$ cat src/rtl/muldiv_pkg.sv
// Shared constants for the iterative RV32M multiply/divide unit:
// funct3 operation codes, FSM state encoding and the default width.
package muldiv_pkg;

    localparam int unsigned XLEN_DEFAULT = 32;

    localparam logic [2:0] OP_MUL    = 3'd0;
    localparam logic [2:0] OP_MULH   = 3'd1;
    localparam logic [2:0] OP_MULHSU = 3'd2;
    localparam logic [2:0] OP_MULHU  = 3'd3;
    localparam logic [2:0] OP_DIV    = 3'd4;
    localparam logic [2:0] OP_DIVU   = 3'd5;
    localparam logic [2:0] OP_REM    = 3'd6;
    localparam logic [2:0] OP_REMU   = 3'd7;

    typedef enum logic [1:0] {
        StIdle  = 2'd0,
        StCalc  = 2'd1,
        StFixup = 2'd2,
        StDone  = 2'd3
    } state_e;

endpackage

$ cat src/rtl/muldiv_sign_fix.sv
// Combinational sign handling: operand magnitudes at accept time, and
// two's-complement correction plus result word selection at fixup time.
module muldiv_sign_fix
    import muldiv_pkg::*;
#(
    parameter int unsigned XLEN = XLEN_DEFAULT
) (
    input  logic [2:0]        op,
    input  logic [XLEN-1:0]   rs1,
    input  logic [XLEN-1:0]   rs2,
    output logic [XLEN-1:0]   mag1,
    output logic [XLEN-1:0]   mag2,
    output logic              neg_res,
    output logic              neg_rem,
    input  logic [2:0]        fix_op,
    input  logic              fix_neg_res,
    input  logic              fix_neg_rem,
    input  logic [2*XLEN-1:0] raw,
    output logic [XLEN-1:0]   fixed_result
);

    logic              s1;
    logic              s2;
    logic [2*XLEN-1:0] prod;
    logic [XLEN-1:0]   quot;
    logic [XLEN-1:0]   rem;

    always_comb begin
        s1 = rs1[XLEN-1] && (op == OP_MULH || op == OP_MULHSU || op == OP_DIV || op == OP_REM);
        s2 = rs2[XLEN-1] && (op == OP_MULH || op == OP_DIV || op == OP_REM);
        // Negating the most negative value yields itself, read back as unsigned.
        mag1    = s1 ? -rs1 : rs1;
        mag2    = s2 ? -rs2 : rs2;
        neg_res = s1 ^ s2;
        neg_rem = s1;
    end

    always_comb begin
        prod = fix_neg_res ? -raw : raw;
        quot = fix_neg_res ? -raw[XLEN-1:0] : raw[XLEN-1:0];
        rem  = fix_neg_rem ? -raw[2*XLEN-1:XLEN] : raw[2*XLEN-1:XLEN];
        fixed_result = rem;
        case (fix_op)
            OP_MUL:                       fixed_result = prod[XLEN-1:0];
            OP_MULH, OP_MULHSU, OP_MULHU: fixed_result = prod[2*XLEN-1:XLEN];
            OP_DIV, OP_DIVU:              fixed_result = quot;
            default:                      fixed_result = rem;
        endcase
    end

endmodule

$ cat src/rtl/muldiv_iterative.sv
// Bit-serial RV32M multiply/divide with valid/ready request and response
// channels; one iteration per cycle, flushable from the pipeline.
module muldiv_iterative
    import muldiv_pkg::*;
#(
    parameter int unsigned XLEN = XLEN_DEFAULT
) (
    input  logic            clk,
    input  logic            reset,
    input  logic            flush,
    input  logic            req_valid,
    output logic            req_ready,
    input  logic [2:0]      req_op,
    input  logic [XLEN-1:0] rs1,
    input  logic [XLEN-1:0] rs2,
    output logic            resp_valid,
    input  logic            resp_ready,
    output logic [XLEN-1:0] result,
    output logic            busy
);

    localparam int unsigned CW = $clog2(XLEN);
    localparam int unsigned AW = 2 * XLEN + 1;

    state_e          state_q, state_d;
    logic [2:0]      op_q, op_d;
    logic            neg_res_q, neg_res_d;
    logic            neg_rem_q, neg_rem_d;
    logic [XLEN-1:0] opb_q, opb_d;
    logic [AW-1:0]   acc_q, acc_d;
    logic [CW-1:0]   count_q, count_d;
    logic [XLEN-1:0] result_q, result_d;

    logic [XLEN-1:0] mag1, mag2, fixed_result;
    logic            neg_res, neg_rem;
    logic            accept, div_zero, div_ovf;
    logic [XLEN:0]   mul_sum, rem_up, rem_diff;
    logic [AW-1:0]   mul_step, div_step, shifted;

    muldiv_sign_fix #(
        .XLEN(XLEN)
    ) u_sign_fix (
        .op           (req_op),
        .rs1          (rs1),
        .rs2          (rs2),
        .mag1         (mag1),
        .mag2         (mag2),
        .neg_res      (neg_res),
        .neg_rem      (neg_rem),
        .fix_op       (op_q),
        .fix_neg_res  (neg_res_q),
        .fix_neg_rem  (neg_rem_q),
        .raw          (acc_q[2*XLEN-1:0]),
        .fixed_result (fixed_result)
    );

    always_comb begin
        // Shift-add: conditionally add multiplicand into the upper half, then shift right.
        mul_sum  = acc_q[AW-1:XLEN] + (acc_q[0] ? {1'b0, opb_q} : '0);
        mul_step = {1'b0, mul_sum, acc_q[XLEN-1:1]};
        // Restoring division: shift left, keep the trial subtraction if it did not borrow.
        shifted  = {acc_q[AW-2:0], 1'b0};
        rem_up   = shifted[AW-1:XLEN];
        rem_diff = rem_up - {1'b0, opb_q};
        div_step = shifted;
        if (rem_up >= {1'b0, opb_q}) begin
            div_step[AW-1:XLEN] = rem_diff;
            div_step[0]         = 1'b1;
        end
    end

    always_comb begin
        accept   = req_valid && (state_q == StIdle) && !flush;
        div_zero = req_op[2] && (rs2 == '0);
        div_ovf  = (req_op == OP_DIV || req_op == OP_REM) &&
                   (rs1 == {1'b1, {(XLEN-1){1'b0}}}) && (rs2 == '1);
    end

    always_comb begin
        state_d   = state_q;
        op_d      = op_q;
        neg_res_d = neg_res_q;
        neg_rem_d = neg_rem_q;
        opb_d     = opb_q;
        acc_d     = acc_q;
        count_d   = count_q;
        result_d  = result_q;
        unique case (state_q)
            StIdle: begin
                if (accept) begin
                    op_d      = req_op;
                    neg_res_d = neg_res;
                    neg_rem_d = neg_rem;
                    count_d   = '0;
                    if (div_zero) begin
                        result_d = req_op[1] ? rs1 : '1;
                        state_d  = StDone;
                    end else if (div_ovf) begin
                        result_d = req_op[1] ? '0 : rs1;
                        state_d  = StDone;
                    end else begin
                        acc_d   = {{(XLEN+1){1'b0}}, req_op[2] ? mag1 : mag2};
                        opb_d   = req_op[2] ? mag2 : mag1;
                        state_d = StCalc;
                    end
                end
            end
            StCalc: begin
                acc_d   = op_q[2] ? div_step : mul_step;
                count_d = count_q + 1'b1;
                if (count_q == CW'(XLEN - 1)) begin
                    state_d = StFixup;
                end
            end
            StFixup: begin
                result_d = fixed_result;
                state_d  = StDone;
            end
            StDone: begin
                if (resp_ready) begin
                    state_d = StIdle;
                end
            end
            default: state_d = StIdle;
        endcase
        if (flush) begin
            state_d = StIdle;
        end
    end

    always_ff @(posedge clk) begin
        if (reset) begin
            state_q   <= StIdle;
            op_q      <= '0;
            neg_res_q <= 1'b0;
            neg_rem_q <= 1'b0;
            opb_q     <= '0;
            acc_q     <= '0;
            count_q   <= '0;
            result_q  <= '0;
        end else begin
            state_q   <= state_d;
            op_q      <= op_d;
            neg_res_q <= neg_res_d;
            neg_rem_q <= neg_rem_d;
            opb_q     <= opb_d;
            acc_q     <= acc_d;
            count_q   <= count_d;
            result_q  <= result_d;
        end
    end

    assign req_ready  = (state_q == StIdle);
    assign resp_valid = (state_q == StDone);
    assign busy       = (state_q == StCalc) || (state_q == StFixup);
    assign result     = result_q;

endmodule

$ cat config.mk
export PLATFORM = sky130hd
export DESIGN_NAME = muldiv_iterative
export DESIGN_NICKNAME = d
export VERILOG_FILES = /design/src/rtl/muldiv_pkg.sv /design/src/rtl/muldiv_sign_fix.sv /design/src/rtl/muldiv_iterative.sv
export SDC_FILE = /design/constraint.sdc
export NUM_CORES = 1
export LEC_CHECK = 0
export CAP_MARGIN = 15
export CELL_PAD_IN_SITES_DETAIL_PLACEMENT = 0
export CELL_PAD_IN_SITES_GLOBAL_PLACEMENT = 2
export CORE_MARGIN = 2
export CORE_UTILIZATION = 38
export DETAILED_ROUTE_END_ITERATION = 10
export GPL_TIMING_DRIVEN = 1
export HOLD_SLACK_MARGIN = 0.02
export PLACE_DENSITY = 0.93
export SETUP_SLACK_MARGIN = 0.05
export SYNTH_ARGS = -nofsm -noshare
export SYNTH_HDL_FRONTEND = slang
export SYNTH_HIERARCHICAL = 1
export SYNTH_SLANG_ARGS = --single-unit
$ cat constraint.sdc
create_clock -name clk -period 7.5 [get_ports clk]
set_input_delay 0.75 -clock clk [delete_from_list [all_inputs] [get_ports clk]]
set_output_delay 0.75 -clock clk [all_outputs]
set_load 0.02 [all_outputs]
==> results of run 1 <==
## sequential cells by signal, summed over array words and instances (netlist names)
register   cells
result        32
neg_rem_q      1
state_q        2
acc_q         65
opb_q         32
count_q        5
op_q           3
neg_res_q      1
## cell usage after synthesis, drive strengths merged (32+ instances only)
library cell,instances
buf,33
mux2i,85
o21ai,109
o31ai,35
a21o,32
dfxtp,141
nor2b,43
nor4,44
inv,74
nand2,173
xor2,74
ha,74
nor3,48
and2,37
a211oi,165
nand3,41
clkbuf,117
nor2,245
xnor2,96
a21oi,176
## path summary, 6_finish.rpt
check | from | end | slack, ps
max reg2reg | acc_q[36] | acc_q[63] | 3090
min | result[13] | result[13] | 500
max | req_op[2] | acc_q[63] | 3050
min reg2reg | result[13] | result[13] | 500
## cell families after synthesis
kind of cell	share of synthesized area
simple gates	0.243
compound gates	0.300
buf+inv	0.0581
xor+xnor	0.0968
flops	0.184
mux	0.0560
fa+ha+maj	0.0628
## through the flow
step	worst slack (ps)	total power [mW]
floorplan	4500	1.42
global placement	2660	1.73
detailed placement	2550	1.74
CTS	3020	2.65
global route	2680	2.78
finish	3050	2.67
## cell type report
| type | count | area (um2) |
|---|---|---|
| Fill cell | 4145 | 22500 |
| Clock buffer | 20 | 467 |
| Timing Repair Buffer | 127 | 1230 |
| Multi-Input combinational cell | 1786 | 11700 |
| Clock inverter | 11 | 154 |
| Sequential cell | 141 | 2820 |
| Tap cell | 525 | 657 |
| Inverter | 74 | 278 |
## report_power, final
part | internal, mW | total (mW) | switching (mW)
Clock | 0.551 | 0.914 | 0.363
Sequential | 0.784 | 0.850 | 0.0657
Combinational | 0.321 | 0.904 | 0.583
## worst max-delay path, stage by stage
cell	delay, ps
buf_4	770
nor4b_1	300
nand4_1	140
nor3_2	190
buf_4	500
o21bai_2	290
o21ai_1	180
and3b_1	420
nand2_2	430
nor2_1	220
a221oi_1	360
o211ai_1	110
## cell usage in the layout (no fill, tap or decap), types with 15 or more instances in the layout
| cell type | count |
|---|---|
| a31oi_1 | 22 |
| a22oi_1 | 21 |
| o31ai_1 | 34 |
| clkbuf_16 | 17 |
| nor3_1 | 46 |
| or4_1 | 16 |
| nand3_1 | 41 |
| ha_1 | 72 |
| nor2b_1 | 43 |
| a21oi_1 | 176 |
| nand2b_1 | 15 |
| xnor2_1 | 96 |
| dfxtp_1 | 140 |
| nor4_1 | 44 |
| a211oi_1 | 165 |
| and2_1 | 37 |
| nand4_1 | 24 |
| o21ai_0 | 94 |
| mux2i_1 | 85 |
| or3_1 | 24 |
| buf_4 | 22 |
| nor2_1 | 242 |
| nand2_1 | 172 |
| xor2_1 | 74 |
| inv_1 | 74 |
| o211ai_1 | 17 |
| clkdlybuf4s50_1 | 104 |
| a21o_1 | 32 |
## layer usage
layer | track usage | vias up
met3 | 0.0428 | 126
met4 | 0.117 | 2
met1 | 0.392 | 7904
met2 | 0.446 | 737
met5 | 0 | -
li1 | - | 7931
==> reports/metrics.yaml, run 1 <==
global_routing:
  antenna_found_initial: 1
  grt_usage: 0.286
  grt_pass1_vias: 15200
  grt_max_degree: 101
  grt_pass1_wl_mm: 92.2
  grt_overflow: 0
detailed_routing:
  wirelength_mm: 61.0
  first_pass_iters: 6
  drc: 0
  ant_nets: 0
  vias: 16700
  met2_length_mm: 26.8
  wl_met3_mm: 4.71
  wl_met1_mm: 27.0
  routedWlPerCell_um: 22.7
  highest_layer: "met5"
  viasPerCell: 6.22
  drt_iter0_markers: 2031
cts:
  ctsResizeCount: 0
  insertion_delay_ps: 440
  path_clk_slew_ps: 70
  cts_root_buffer: "clkbuf_16"
  h-tree-depth: 4
  clockBufferDepth: 2
  cts_hold_buf: 0
  cts.sinks: 141
  post_cts_buffers: 0
  cts_tree: "done"
  cts_buffers: 17
worst_hold_path:
  hold_path_depth: 2
  hold_path.class: "flip-flop to flip-flop"
critical_path:
  crit_type: "primary input to flip-flop"
  crit_path_end_kind: "flip-flop"
  ff2ff_path_depth: 10
  cp.required_ps: 7810
  critPathMaxFanout: 100
  worstPathArrival_ps: 4760
  start_kind: "primary input"
pwr:
  ir_drop_mv: 0.162
  p_leak_nw: 6.48
  p_per_area_nw_per_um2: 154
die:
  die_w_um: 205
  core_region_area_um2: 39800
  die_h_um: 205
  initial_utilization: 0.386
  ios: 107
  die_area_um2: 42100
  row_count: 73
timing:
  tightestPinTransition_ps: 1130
  finalSetupViolCount: 0
  finalClockSkew_ps: 13.2
  fmax_mhz: 225
  finalCriticalPeriod_ps: 4450
  hold_slack_ps: 498
  drv_slew: 0
  hold_viol: 0
  rsz0062_at_grt: "no"
  max-slew-margin-rel: 0.242
  period_share: 0.594
  setup_tns_ps: 0
logic_synthesis:
  syn_avg_cell_area_um2: 7.15
  synth_ff_type: "dfxtp_1"
  yosys-top-cells-area: "dfxtp_1, a211oi_1, ha_1"
  yosysWarnings: 6
  synth_edf_count: 0
  yosysUniqueCellTypes: 85
  seq_area_frac_synth: 0.184
  synth_top_area_share: 0.184
  synth_nets: 2299
  async_flop_share: 0
  yosysTopAreaCell: "dfxtp_1"
  syn_inst: 2151
  ys_ff_latch: 141
  synth_area_um2: 15400
layout:
  antennaDiodeCount: 0
  fin_cells: 2684
  fin_util: 0.435
  fin_area_um2: 17300
  areaGrowthSynthToFinish_pct: 12.6
  drive_gt1_frac: 0.0440
  final_nets: 2295
place:
  dpl-instance-area_um2: 16700
  io_buffers: 106
  dp_hpwl_mm: 46.9
  gp_congestion: 0.953
  dp_cells: 2652
flow_run:
  maxCapViolCount: 0
run_status:
  status: "finished clean"
Note: power is estimated with default switching activity, not from simulation.
==> inputs of run 2 (changes only) <==
- CORE_UTILIZATION: 38 -> 32
- PLACE_DENSITY: 0.93 -> 0.84
- clock period: 7.5 -> 3.8 ns (I/O delays scaled with it)
==> run 2 against run 1 <==
Flip-flop and latch count unchanged. Register-to-register slack worse by 2900 ps. Die area up 18%. Clock skew down 1.5 ps. Cell count up 8.1%. Global-route usage down 2.3 points. Design area up 6.4%. First-iteration DRC count down 20%. Worst setup slack worse by 2900 ps. Combinational power up 120%. Highest routed layer is now met4. Total power up 100%. Critical path depth down 1.
==> reports/metrics.yaml, run 2 (synthesis results as in run 1) <==
run_status:
  status: "finished clean"
die:
  initial_utilization: 0.324  # -0.0627
  die_w_um: 223  # +8.8%
  die_h_um: 223  # +8.8%
  row_count: 80  # +9.6%
  die_area_um2: 49800  # +18%
  core_region_area_um2: 47500  # +19%
  ios: 107  # unchanged
detailed_routing:
  viasPerCell: 5.93  # -4.7%
  routedWlPerCell_um: 23.0  # +1.3%
  ant_nets: 0  # unchanged
  drc: 0  # unchanged
  drt_iter0_markers: 1616  # -20%
  vias: 17200  # +3.0%
  wirelength_mm: 66.8  # +9.5%
  first_pass_iters: 6  # unchanged
cts:
  cts_root_buffer: "clkbuf_16"
  h-tree-depth: 4  # unchanged
  cts_hold_buf: 0  # unchanged
  cts_buffers: 17  # unchanged
  insertion_delay_ps: 460  # +20 ps
  cts_tree: "done"
  post_cts_buffers: 0  # unchanged
  path_clk_slew_ps: 70  # about the same
  clockBufferDepth: 2  # unchanged
  cts.sinks: 141  # unchanged
global_routing:
  grtUsageMet1: 0.343  # -0.0491
  busiest_layer: "met2"
  use_met3: 0.0541  # +0.0114
  met2_usage: 0.423  # -0.0234
  grt_max_degree: 66  # -35%
  grt_pass1_vias: 16100  # +5.7%
  grt_pass1_wl_mm: 99.5  # +7.9%
  grt_usage: 0.262  # -0.0235
  grt_overflow: 0  # unchanged
  antenna_found_initial: 1  # unchanged
layout:
  areaGrowthSynthToFinish_pct: 19.8
  final_nets: 2420  # +5.4%
  largest_reg_flops: 65  # unchanged
  drive_gt1_frac: 0.0989  # +0.0549
  final_common_cell: "nor2_1"
  fin_util: 0.388  # -0.0472
  fin_cells: 2902  # +8.1%
  top_register: "acc_q"
  final_cell_mix: "nor2_1, a21oi_1, nand2_1"
timing:
  drv_slew: 0  # unchanged
  setup_tns_ps: 0  # unchanged
  finalSetupViolCount: 0  # unchanged
  hold_viol: 0  # unchanged
  fmax_mhz: 273
  hold_slack_ps: 437  # -60.7 ps
  period_share: 0.963
  rsz0062_at_grt: "no"
  finalClockSkew_ps: 11.8  # -1.45 ps
  max-slew-margin-rel: 0.479  # +0.238
  finalCriticalPeriod_ps: 3660
  tightestPinTransition_ps: 781  # -354 ps
critical_path:
  crit_path_end_kind: "flip-flop"
  worstPathArrival_ps: 3980  # -780 ps
  cp.required_ps: 4120  # -3690 ps
  start_kind: "flip-flop"
  crit_type: "flip-flop to flip-flop"
  critPathMaxFanout: 10  # -90%
pwr:
  p_per_area_nw_per_um2: 291  # +89%
  p_leak_nw: 7.11  # +9.7%
  power.total_mw: 5.36  # +100%
  ir_drop_mv: 0.201  # +24%
flow_run:
  maxCapViolCount: 0  # unchanged
place:
  dp_hpwl_mm: 53.0  # +13%
  gp_congestion: 0.971  # +2.0%
  io_buffers: 106  # unchanged
  dp_cells: 2868  # +8.1%
worst_hold_path:
  hold_path.class: "primary input to flip-flop"
-- run 2: changes by cell type in the layout (fill, tap and decap cells not counted), moves of 2 or more --
cell | before | now
buf_12 | 1 | 7
buf_4 | 22 | 141
bufinv_16 | 3 | 1
clkbuf_8 | 3 | 0
diode_2 | 0 | 2
inv_6 | 3 | 5
inv_8 | 0 | 3
-- run 2: worst max-delay path, stage by stage (launching register included) --
cell	delay [ps]
dfxtp_1	410
inv_2	150
ha_1	170
or3b_2	500
or4_4	480
buf_4	220
o41ai_2	330
xor2_1	400
o22ai_1	160
or3_1	420
a21oi_1	180
a211oi_1	80
-- run 2: final timing paths --
check	cells after the start	to	slack (ps)	start
max	11	result[28]	140	acc_q[0]
min	2	acc_q[16]	440	reset
min reg2reg	2	acc_q[64]	490	acc_q[64]
max reg2reg	11	result[28]	140	acc_q[0]
-- run 2: cell type report --
cell class	instances	area, um2
Tap cell	615	769
Timing Repair Buffer	252	2240
Sequential cell	141	2820
Antenna cell	2	5.00
Inverter	74	278
Clock buffer	17	425
Multi-Input combinational cell	1786	11700
Fill cell	5031	29100
Clock inverter	15	153
-- run 2: report_power, final --
part | switching (mW) | total (mW) | internal (mW)
Clock | 0.785 | 1.71 | 0.923
Sequential | 0.0900 | 1.64 | 1.55
Combinational | 1.26 | 2.01 | 0.749
Total | 2.14 | 5.36 | 3.22
-- run 2: what timing repair did --
item | in CTS | in global routing
gates resized for setup | 1 | 5
pin swaps | 1 | 1
setup endpoints to repair | 1 | 4
hold endpoints to repair | 0 | 0
-- run 2: metrics by stage --
stage	setup WS (ps)	cell area [um2]
2_1_floorplan	795	15400
3_3_place_gp	49.5	17800
3_5_place_dp	49.9	17800
4_1_cts	119	18400
5_1_grt	41.2	18400
6_report	142	18400
-- run 2: layer usage --
layer | vias up | part of all wire | routed length, um
met4 | 0 | 0.038 | 2550
met5 | - | 0 | 0
met2 | 722 | 0.45 | 30300
li1 | 8194 | - | -
met3 | 135 | 0.075 | 5010
met1 | 8154 | 0.43 | 28900
